## src/rtl/vc_pkg.sv

```systemverilog
// Shared encodings and defaults for the VC push controller.
package vc_pkg;
  localparam int DATA_WIDTH   = 6;
  localparam int VC_SEL_BIT   = 5;
  localparam int TH_WIDTH     = 4;
  // Almost-full thresholds must leave this many free entries for words in flight.
  localparam int MIN_AF_SLACK = 2;

  typedef enum logic [2:0] {
    ST_RESET  = 3'd0,
    ST_INIT   = 3'd1,
    ST_IDLE   = 3'd2,
    ST_ACTIVE = 3'd3,
    ST_ERROR  = 3'd4
  } state_e;
endpackage

```

## src/rtl/vc_route_stage.sv

```systemverilog
// Registered demux of the popped Main word onto VC0/VC1, with overflow detect
// and combinational suppression of a push into a full VC.
module vc_route_stage #(
  parameter int DATA_WIDTH = vc_pkg::DATA_WIDTH,
  parameter int VC_SEL_BIT = vc_pkg::VC_SEL_BIT
) (
  input  logic                  clk,
  input  logic                  reset,
  input  logic                  rd_pend,
  input  logic                  kill,
  input  logic [DATA_WIDTH-1:0] main_data,
  input  logic                  vc0_full,
  input  logic                  vc1_full,
  output logic                  vc0_wr,
  output logic                  vc1_wr,
  output logic [DATA_WIDTH-1:0] vc_data,
  output logic                  overflow
);
  logic                  wr0_q, wr0_d;
  logic                  wr1_q, wr1_d;
  logic [DATA_WIDTH-1:0] data_q, data_d;

  always_comb begin
    wr0_d  = 1'b0;
    wr1_d  = 1'b0;
    data_d = data_q;
    if (rd_pend && !kill) begin
      data_d = main_data;
      wr1_d  = main_data[VC_SEL_BIT];
      wr0_d  = !main_data[VC_SEL_BIT];
    end
  end

  always_ff @(posedge clk or posedge reset) begin
    if (reset) begin
      wr0_q  <= 1'b0;
      wr1_q  <= 1'b0;
      data_q <= '0;
    end else begin
      wr0_q  <= wr0_d;
      wr1_q  <= wr1_d;
      data_q <= data_d;
    end
  end

  assign overflow = (wr0_q && vc0_full) || (wr1_q && vc1_full);
  assign vc0_wr   = wr0_q && !vc0_full;
  assign vc1_wr   = wr1_q && !vc1_full;
  assign vc_data  = data_q;
endmodule

```

## src/rtl/vc_push_ctrl.sv

```systemverilog
// Write-side controller: pops Main, routes each word to VC0/VC1 by its select
// bit, throttles on almost-full, latches thresholds in INIT, sticky ERROR.
module vc_push_ctrl #(
  parameter int DATA_WIDTH = vc_pkg::DATA_WIDTH,
  parameter int VC_SEL_BIT = vc_pkg::VC_SEL_BIT,
  parameter int TH_WIDTH   = vc_pkg::TH_WIDTH
) (
  input  logic                  clk,
  input  logic                  reset,
  input  logic                  init,
  input  logic [TH_WIDTH-1:0]   umbral_vc0_in,
  input  logic [TH_WIDTH-1:0]   umbral_vc1_in,
  input  logic                  Main_empty,
  input  logic [DATA_WIDTH-1:0] Main_data,
  input  logic                  VC0_almost_full,
  input  logic                  VC1_almost_full,
  input  logic                  VC0_full,
  input  logic                  VC1_full,
  output logic                  Main_rd,
  output logic                  VC0_wr,
  output logic                  VC1_wr,
  output logic [DATA_WIDTH-1:0] VC_data,
  output logic [TH_WIDTH-1:0]   umbral_vc0,
  output logic [TH_WIDTH-1:0]   umbral_vc1,
  output logic [2:0]            state,
  output logic                  idle,
  output logic                  error
);
  import vc_pkg::*;

  state_e              state_q, state_d;
  logic                rd_pend_q, rd_pend_d;
  logic [TH_WIDTH-1:0] th0_q, th0_d;
  logic [TH_WIDTH-1:0] th1_q, th1_d;
  logic                overflow;
  logic                push;
  logic                pipe_busy;

  // Destination is unknown until the word is read, so both VCs gate the pop.
  assign Main_rd = (state_q == ST_ACTIVE) && !Main_empty && !VC0_almost_full &&
                   !VC1_almost_full && !init;

  vc_route_stage #(
    .DATA_WIDTH (DATA_WIDTH),
    .VC_SEL_BIT (VC_SEL_BIT)
  ) u_route (
    .clk       (clk),
    .reset     (reset),
    .rd_pend   (rd_pend_q),
    .kill      ((state_q == ST_ERROR) || overflow),
    .main_data (Main_data),
    .vc0_full  (VC0_full),
    .vc1_full  (VC1_full),
    .vc0_wr    (VC0_wr),
    .vc1_wr    (VC1_wr),
    .vc_data   (VC_data),
    .overflow  (overflow)
  );

  assign push      = VC0_wr || VC1_wr;
  assign pipe_busy = rd_pend_q || push;

  always_comb begin
    state_d   = state_q;
    rd_pend_d = Main_rd;
    th0_d     = th0_q;
    th1_d     = th1_q;
    case (state_q)
      ST_RESET: state_d = ST_INIT;
      ST_INIT: begin
        th0_d = umbral_vc0_in;
        th1_d = umbral_vc1_in;
        if (!init) state_d = ST_IDLE;
      end
      ST_IDLE: begin
        if (init)             state_d = ST_INIT;
        else if (!Main_empty) state_d = ST_ACTIVE;
      end
      ST_ACTIVE: begin
        // init waits for in-flight words to drain before reloading thresholds
        if (init) begin
          if (!pipe_busy) state_d = ST_INIT;
        end else if (Main_empty && !pipe_busy) begin
          state_d = ST_IDLE;
        end
      end
      ST_ERROR: state_d = ST_ERROR;
      default:  state_d = ST_ERROR;
    endcase
    if (overflow) state_d = ST_ERROR;
  end

  always_ff @(posedge clk or posedge reset) begin
    if (reset) begin
      state_q   <= ST_RESET;
      rd_pend_q <= 1'b0;
      th0_q     <= '0;
      th1_q     <= '0;
    end else begin
      state_q   <= state_d;
      rd_pend_q <= rd_pend_d;
      th0_q     <= th0_d;
      th1_q     <= th1_d;
    end
  end

  assign umbral_vc0 = th0_q;
  assign umbral_vc1 = th1_q;
  assign state      = state_q;
  assign idle       = (state_q == ST_IDLE);
  assign error      = (state_q == ST_ERROR);
endmodule

```

## config.mk

```make
export PLATFORM = sky130hd
export DESIGN_NAME = vc_push_ctrl
export DESIGN_NICKNAME = d
export VERILOG_FILES = /design/src/rtl/vc_pkg.sv /design/src/rtl/vc_route_stage.sv /design/src/rtl/vc_push_ctrl.sv
export SDC_FILE = /design/constraint.sdc
export NUM_CORES = 1
export LEC_CHECK = 0
export CORE_MARGIN = 8
export CORE_UTILIZATION = 40
export CTS_CLUSTER_SIZE = 8
export DETAILED_ROUTE_END_ITERATION = 8
export GPL_ROUTABILITY_DRIVEN = 0
export PLACE_DENSITY_LB_ADDON = 0.3
export SLEW_MARGIN = 10
export SYNTH_ARGS = -nofsm -noshare
export SYNTH_HDL_FRONTEND = slang
export SYNTH_SLANG_ARGS = --single-unit
```

## constraint.sdc

```tcl
create_clock -name clk -period 3.9 [get_ports clk]
set_input_delay 0.975 -clock clk [delete_from_list [all_inputs] [get_ports clk]]
set_output_delay 0.975 -clock clk [all_outputs]
set_load 0.01 [all_outputs]
```

==> metrics.md <==
| Metric | Value |
|---|---|
| Final Max Tran Viols | `0` |
| Cells taking the most area after synthesis | `dfrtp_1 (62%), mux2_2 (21%), nand3b_4 (2.5%), nor3b_4 (2.3%), inv_1 (1.8%)` |
| Io pins | `44` |
| Count of unresolved DRC violations after routing | `0` |
| Smallest hold slack | `0.517 ns` |
| Number of synthesized register bits | `20` |
| CP Data Required Time | `2.92 ns` |
| Worst Max-Slew Pin Slew | `0.752 ns` |
| Storage cell area | `500 um2` |
| Maximum vdd drop | `0.000231 V` |
| Remaining antenna violation count | `0` |
| Number of clock sinks | `20` |
| Post-cts hold buffer count | `0` |
| Gr usage total | `11.0%` |
| Sequential fraction of design power | `51.6%` |
| Root buf cell | `clkbuf_4` |
| Hold endpoint | `u_route.vc_data[0]$_DFFE_PP0P_` |
| Highest fanout seen on the critical path | `3` |
| Power per Cell Area | `302 nW/um2` |
| Largest net degree at the start of global routing | `21` |
| Result of the run | `finished clean` |
| Gate power share | `6.5%` |
| Register-to-register setup slack | `2.45 ns` |
| Setup clock skew after layout | `0.00574 ns` |
| Maximum number of buffers from clock root to sink | `2` |
| Instance count of the mapped netlist | `55` |
| Post-cts sizing count | `0` |
| Detailed router's first-iteration violation count | `4` |
| Hold path cells | `1` |
| Post-CTS setup buffer count | `0` |
| Placement Rows | `16` |
| Sw frac | `17.9%` |
| Max-cap violations | `0` |
| Setup Crit Path Kind | `input port to output pin` |
| Fin. Hold Viols | `0` |
| Cell-internal power | `0.330 mW` |
| Post-DP Area | `1280 um2` |
| Static leakage power | `0.602 nW` |
| Share of synthesized flip-flops with an asynchronous set or reset | `100%` |
| Arrival time at the worst endpoint | `2.50 ns` |
| Number of enable flip-flop cells after synthesis | `0` |
| Post-Synth Adder-Cell Area | `0%` |
| Largest area contributor in the synthesized netlist | `dfrtp_1` |
| Class of the worst hold path | `flip-flop to flip-flop` |
| Routed WL per cell | `14.5 um` |
| Sequential area share after synthesis | `61.6%` |
| Final worst-path cycle share | `89.1%` |
| Width of the die | `61.1 um` |
| Dominant synthesized flop cell | `dfrtp_1` |
| Syn_area_per_cell | `14.8 um2` |
| Post-DP HPWL | `1.52 mm` |
| Post-route cell area | `1330 um2` |
| Post-layout minimum cycle time | `3.48 ns` |
| Mapped Area | `812 um2` |
| Worst R2R End | `umbral_vc0[2]$_DFFE_PP0N_` |
| Vias in the first global route | `642` |
| Unique cell type count in the Yosys netlist | `17` |
| Area share of and/or/nand/nor cells after synthesis | `11.7%` |
| Port bufs | `43` |
| Upper clock frequency limit | `288 MHz` |
| Number of iterations in the first detailed-routing pass | `2` |
| Element type at the critical path end | `output pin` |
| Unrepaired setup endpoints after global routing | `false` |
| Count of warnings emitted by yosys | `0` |
| Net count of the mapped netlist | `77` |
| Die area | `3730 um2` |
| Clock insertion delay at the later pin of the skew report | `0.30 ns` |
| Hold Crit Start | `u_route.vc_data[0]$_DFFE_PP0P_` |
| Diode insertion count for antenna repair | `0` |
| Top Usage Layer GRT | `met2` |
| Routed via count divided by cell count | `4.76` |
| Layout area overhead | `63.6%` |
| Final global-route overflow total | `0` |
| Area fraction in compound gates after synthesis | `4.01%` |
| Setup_tns | `0 ns` |
| P_sw | `0.0720 mW` |
| Met2 track demand over resource in global routing | `18.7%` |
| Met1 track demand over resource in global routing | `11.9%` |
| Initial core utilization | `41.8%` |
| Commonest cells in the netlist | `dfrtp_1 (20), mux2_2 (15), inv_1 (4)` |
| Proportion of netlist area held by the largest area contributor | `61.6%` |
| Clock group share of total power | `41.9%` |
| Total via count after detailed routing | `614` |
| Clock buffer count from CTS | `3` |
| Fraction of final layout cells sized beyond drive strength 1 | `21.6%` |
| Antenna violations before repair | `0` |
| Worst reg2reg path depth | `2` |
| Count of filler cells inserted in the layout | `156` |
| Clock Pin Slew Worst Setup and Hold Paths | `0.12 ns` |
| Post-synthesis share of cell area spent on xor and xnor gates | `0%` |
| First-pass GRT wire length | `3.05 mm` |
| Source of the worst register-to-register timing path | `state[0]$_DFFE_PP0P_` |
| Multiplexer share of the synthesized area | `20.8%` |
| Aggregate routed wire length | `1.87 mm` |
| CTS tree | `done` |
| Kind of launch point of the worst setup path | `input port` |
| Main combinational cell family by area after synthesis | `multiplexers` |
| Nets | `125` |
| Standard cell core area | `1940 um2` |
| Chip height | `61.1 um` |
| Met3 GRT Util | `4.80%` |
| Most frequent cell after synthesis | `dfrtp_1` |
| Max-slew headroom | `49.8%` |
| Finish-stage setup viols | `0` |
| Number of H-tree levels | `1` |
| Area occupied by multi-input gates | `297 um2` |
==> cell type report <==
type                       instances  share of cell area, %
tap                               27                   2.54
timing repair buffer              43                   32.4
sequential                        20                   37.7
clock buffer                       3                   1.69
inverter                           4                   1.13
multi-input combinational         31                   22.3
clock inverter                     1                   2.26
==> worst max-delay path by stage <==
| stage | start | to | slack (ns) |
|---|---|---|---|
| floorplan | init | Main_rd | 1.38 |
| global placement | init | Main_rd | 0.50 |
| detailed placement | init | Main_rd | 0.45 |
| CTS | init | Main_rd | 0.42 |
| global route | init | Main_rd | 0.35 |
| finish | init | Main_rd | 0.42 |
==> registers in the layout (all words and copies together), names as in the netlist <==
register / cells
u_route.vc_data: 6
umbral_vc0: 4
umbral_vc1: 4
state: 3
rd_pend_q: 1
u_route.wr0_q: 1
u_route.wr1_q: 1
==> power groups by stage <==
stage / Sequential (mW) / Combinational [mW] / Clock [mW]
2_1_floorplan: 0.211 / 0.00388 / 0
3_3_place_gp: 0.211 / 0.0258 / 0
3_5_place_dp: 0.211 / 0.0263 / 0
4_1_cts: 0.207 / 0.0264 / 0.174
5_1_grt: 0.207 / 0.0286 / 0.181
6_report: 0.207 / 0.0259 / 0.168
==> cell usage in the layout, fill, tap and decap left out, types with 2 or more instances in the layout <==
cell type,Yosys,layout
clkdlybuf4s50_1,0,43
nor2b_1,2,2
clkbuf_4,0,3
mux2_2,15,15
dfrtp_1,20,20
nor2_1,2,2
inv_1,4,4
==> routing by layer <==
layer / vias to the layer above / share of wire (%)
li1: 292 / -
met1: 300 / 39
met2: 20 / 53
met3: 2 / 6.9
met4: 0 / 1.0
met5: - / 0
==> worst max-delay path, stage by stage <==
cell and delay, ns:
clkdlybuf4s50_1 0.40, inv_1 0.08, nand4_1 0.10, nor4_1 0.32
clkdlybuf4s50_1 0.62
==> per-stage QoR <==
step | cells | util [%] | setup WS, ns | power (mW)
after floorplan | 55 | - | 1.38 | 0.215
after global placement | 125 | 65.7 | 0.501 | 0.237
after detailed placement | 125 | 65.7 | 0.449 | 0.238
after CTS | 129 | 68.4 | 0.420 | 0.407
after global routing | 129 | 68.4 | 0.351 | 0.417
final | 129 | 68.4 | 0.424 | 0.402
==> kinds of logic (layout without fill, tap and decap cells) <==
logic type	Yosys count	count (layout)
and+or+nand+nor	11	11
buffers and inverters	4	51
muxes	15	15
AOI/OAI and AO/OA	5	5
DFF	20	20
Power figures use the tool's default switching activity.
==> RTL edit: new RTL, same settings <==
`TH_WIDTH`: 4 -> 5.
--- a/src/rtl/vc_pkg.sv
+++ b/src/rtl/vc_pkg.sv
@@ -2,7 +2,7 @@
 package vc_pkg;
   localparam int DATA_WIDTH   = 6;
   localparam int VC_SEL_BIT   = 5;
-  localparam int TH_WIDTH     = 4;
+  localparam int TH_WIDTH     = 5;
   // Almost-full thresholds must leave this many free entries for words in flight.
   localparam int MIN_AF_SLACK = 2;
 
Ports: changed (resized umbral_vc0, umbral_vc0_in, umbral_vc1 and umbral_vc1_in); port bits go from 44 to 48. No check against the original RTL was run, so the function may have changed too.
==> RTL edit against the unedited design <==
Sequential cell count up 2; global-route usage up 0.16 points; wire length up 10%; design area up 7.3%; area after synthesis up 8.8%; sequential share of layout area up 0.97 points; synthesized cell count up 7.3%; worst setup slack better by 8.5 ps; critical path type unchanged.
Power is not compared: it rests on default switching activity, and its combinational part moved more than twofold at a synthesized area within 25%.
==> RTL edit: results <==
export IMPL_status="finished clean"
export IMPL_met2_usage=0.186
export IMPL_r2r_worst_path_cells=3
export IMPL_whs_path_depth=1
export IMPL_worst_ep_arrival_time_ps=2490
export IMPL_antenna_cells=0
export IMPL_yosysTopAreaCellShare=0.623
export IMPL_io_buffer_count=47
export IMPL_clock_latency_ps=310
export IMPL_synth_area_leader_cell="dfrtp_1"
export IMPL_drtPass1Iterations=2
export IMPL_setup_tns_ps=0
export IMPL_pre_cts_ws_ps=437
export IMPL_dp_cells=134
export IMPL_hold_path_class="register to register"
export IMPL_post_cts_resized=0
export IMPL_p_leak_uw=0.000599
export IMPL_relSlewSlack=0.465
export IMPL_slowest_delay_ps=610
export IMPL_whs_ps=518
export IMPL_hold_buffers=0
export IMPL_r2r_end="u_route.vc_data[2]$_DFFE_PP0P_"
export IMPL_worstHoldEndpoint="umbral_vc1[0]$_DFFE_PP0N_"
export IMPL_ys_types=17
export IMPL_min_from="umbral_vc1[0]$_DFFE_PP0N_"
export IMPL_grt_max_degree=23
export IMPL_largest_reg_flops=6
export IMPL_vias=657
export IMPL_synth_fp_nets=83
export IMPL_grt_pass1_vias=784
export IMPL_hpwlAfterDp_um=1680
export IMPL_fmax_mhz=288
export IMPL_rrSetupSlack_ps=2460
export IMPL_vias_per_cell=4.76
export IMPL_cpMaxStageDelayCell="clkdlybuf4s50_1"
export IMPL_comb_power_uw=376
export IMPL_p_total_uw=861
export IMPL_finClkSkew_ps=4.01
export IMPL_synth_area_top_cells="dfrtp_1 (62%), mux2_2 (22%), nand3b_4 (2.3%), nor3b_1 (1.7%), nor2b_1 (1.4%)"
export IMPL_drive_gt1_frac=0.218
export IMPL_drt_wl_total_um=2060
export IMPL_grt_antenna_before_repair=0
export IMPL_start_kind="input port"
export IMPL_layout_nets=135
export IMPL_ys_warn_count=0
export IMPL_grt_util_met3=0.0484
export IMPL_reg2reg_from="state[0]$_DFFE_PP0P_"
export IMPL_synth_cells_most_frequent="dfrtp_1 (22), mux2_2 (17), inv_1 (3)"
export IMPL_syn_inst=59
export IMPL_fillCellCount=164
export IMPL_global_route_usage_met1=0.119
export IMPL_post_dp_cell_area_um2=1390
export IMPL_track_usage=0.112
export IMPL_cts_root_buf="clkbuf_4"
export IMPL_clk_pin_slew_ps=120
export IMPL_drt_initial_drc_count=15
export IMPL_crit_fanout=3
export IMPL_grt_pass1_wl_um=3620
export IMPL_cp_startpoint="init"
export IMPL_seq_area_frac_synth=0.623
## RTL edit: logic make-up (layout without fill, tap and decap cells)
family / Yosys count / count (layout) / synth area share
buffers and inverters: 4 / 55 / 0.0212
AND/OR/NAND/NOR: 11 / 11 / 0.102
AO/OA/AOI/OAI: 5 / 5 / 0.0368
multiplexers: 17 / 17 / 0.217
flip-flops: 22 / 22 / 0.623
## RTL edit: area by class of cell
type                            instances  area (um2)  area share
Tap cell                               28        35.0      0.0246
Multi-Input combinational cell         33         314       0.220
Clock buffer                            4        36.3      0.0255
Timing Repair Buffer                   48         478       0.335
Inverter                                3        11.3     0.00790
Sequential cell                        22         551       0.386
## RTL edit: critical path, delay by kind of cell
kind	cells	cell delay (ps)
simple gates	2	410
buf+inv	3	1100
## RTL edit: routing by layer
metal / vias up / part of all wire
met5: - / 0
met4: 0 / 0.014
met3: 2 / 0.076
met2: 23 / 0.52
met1: 316 / 0.39
li1: 316 / -
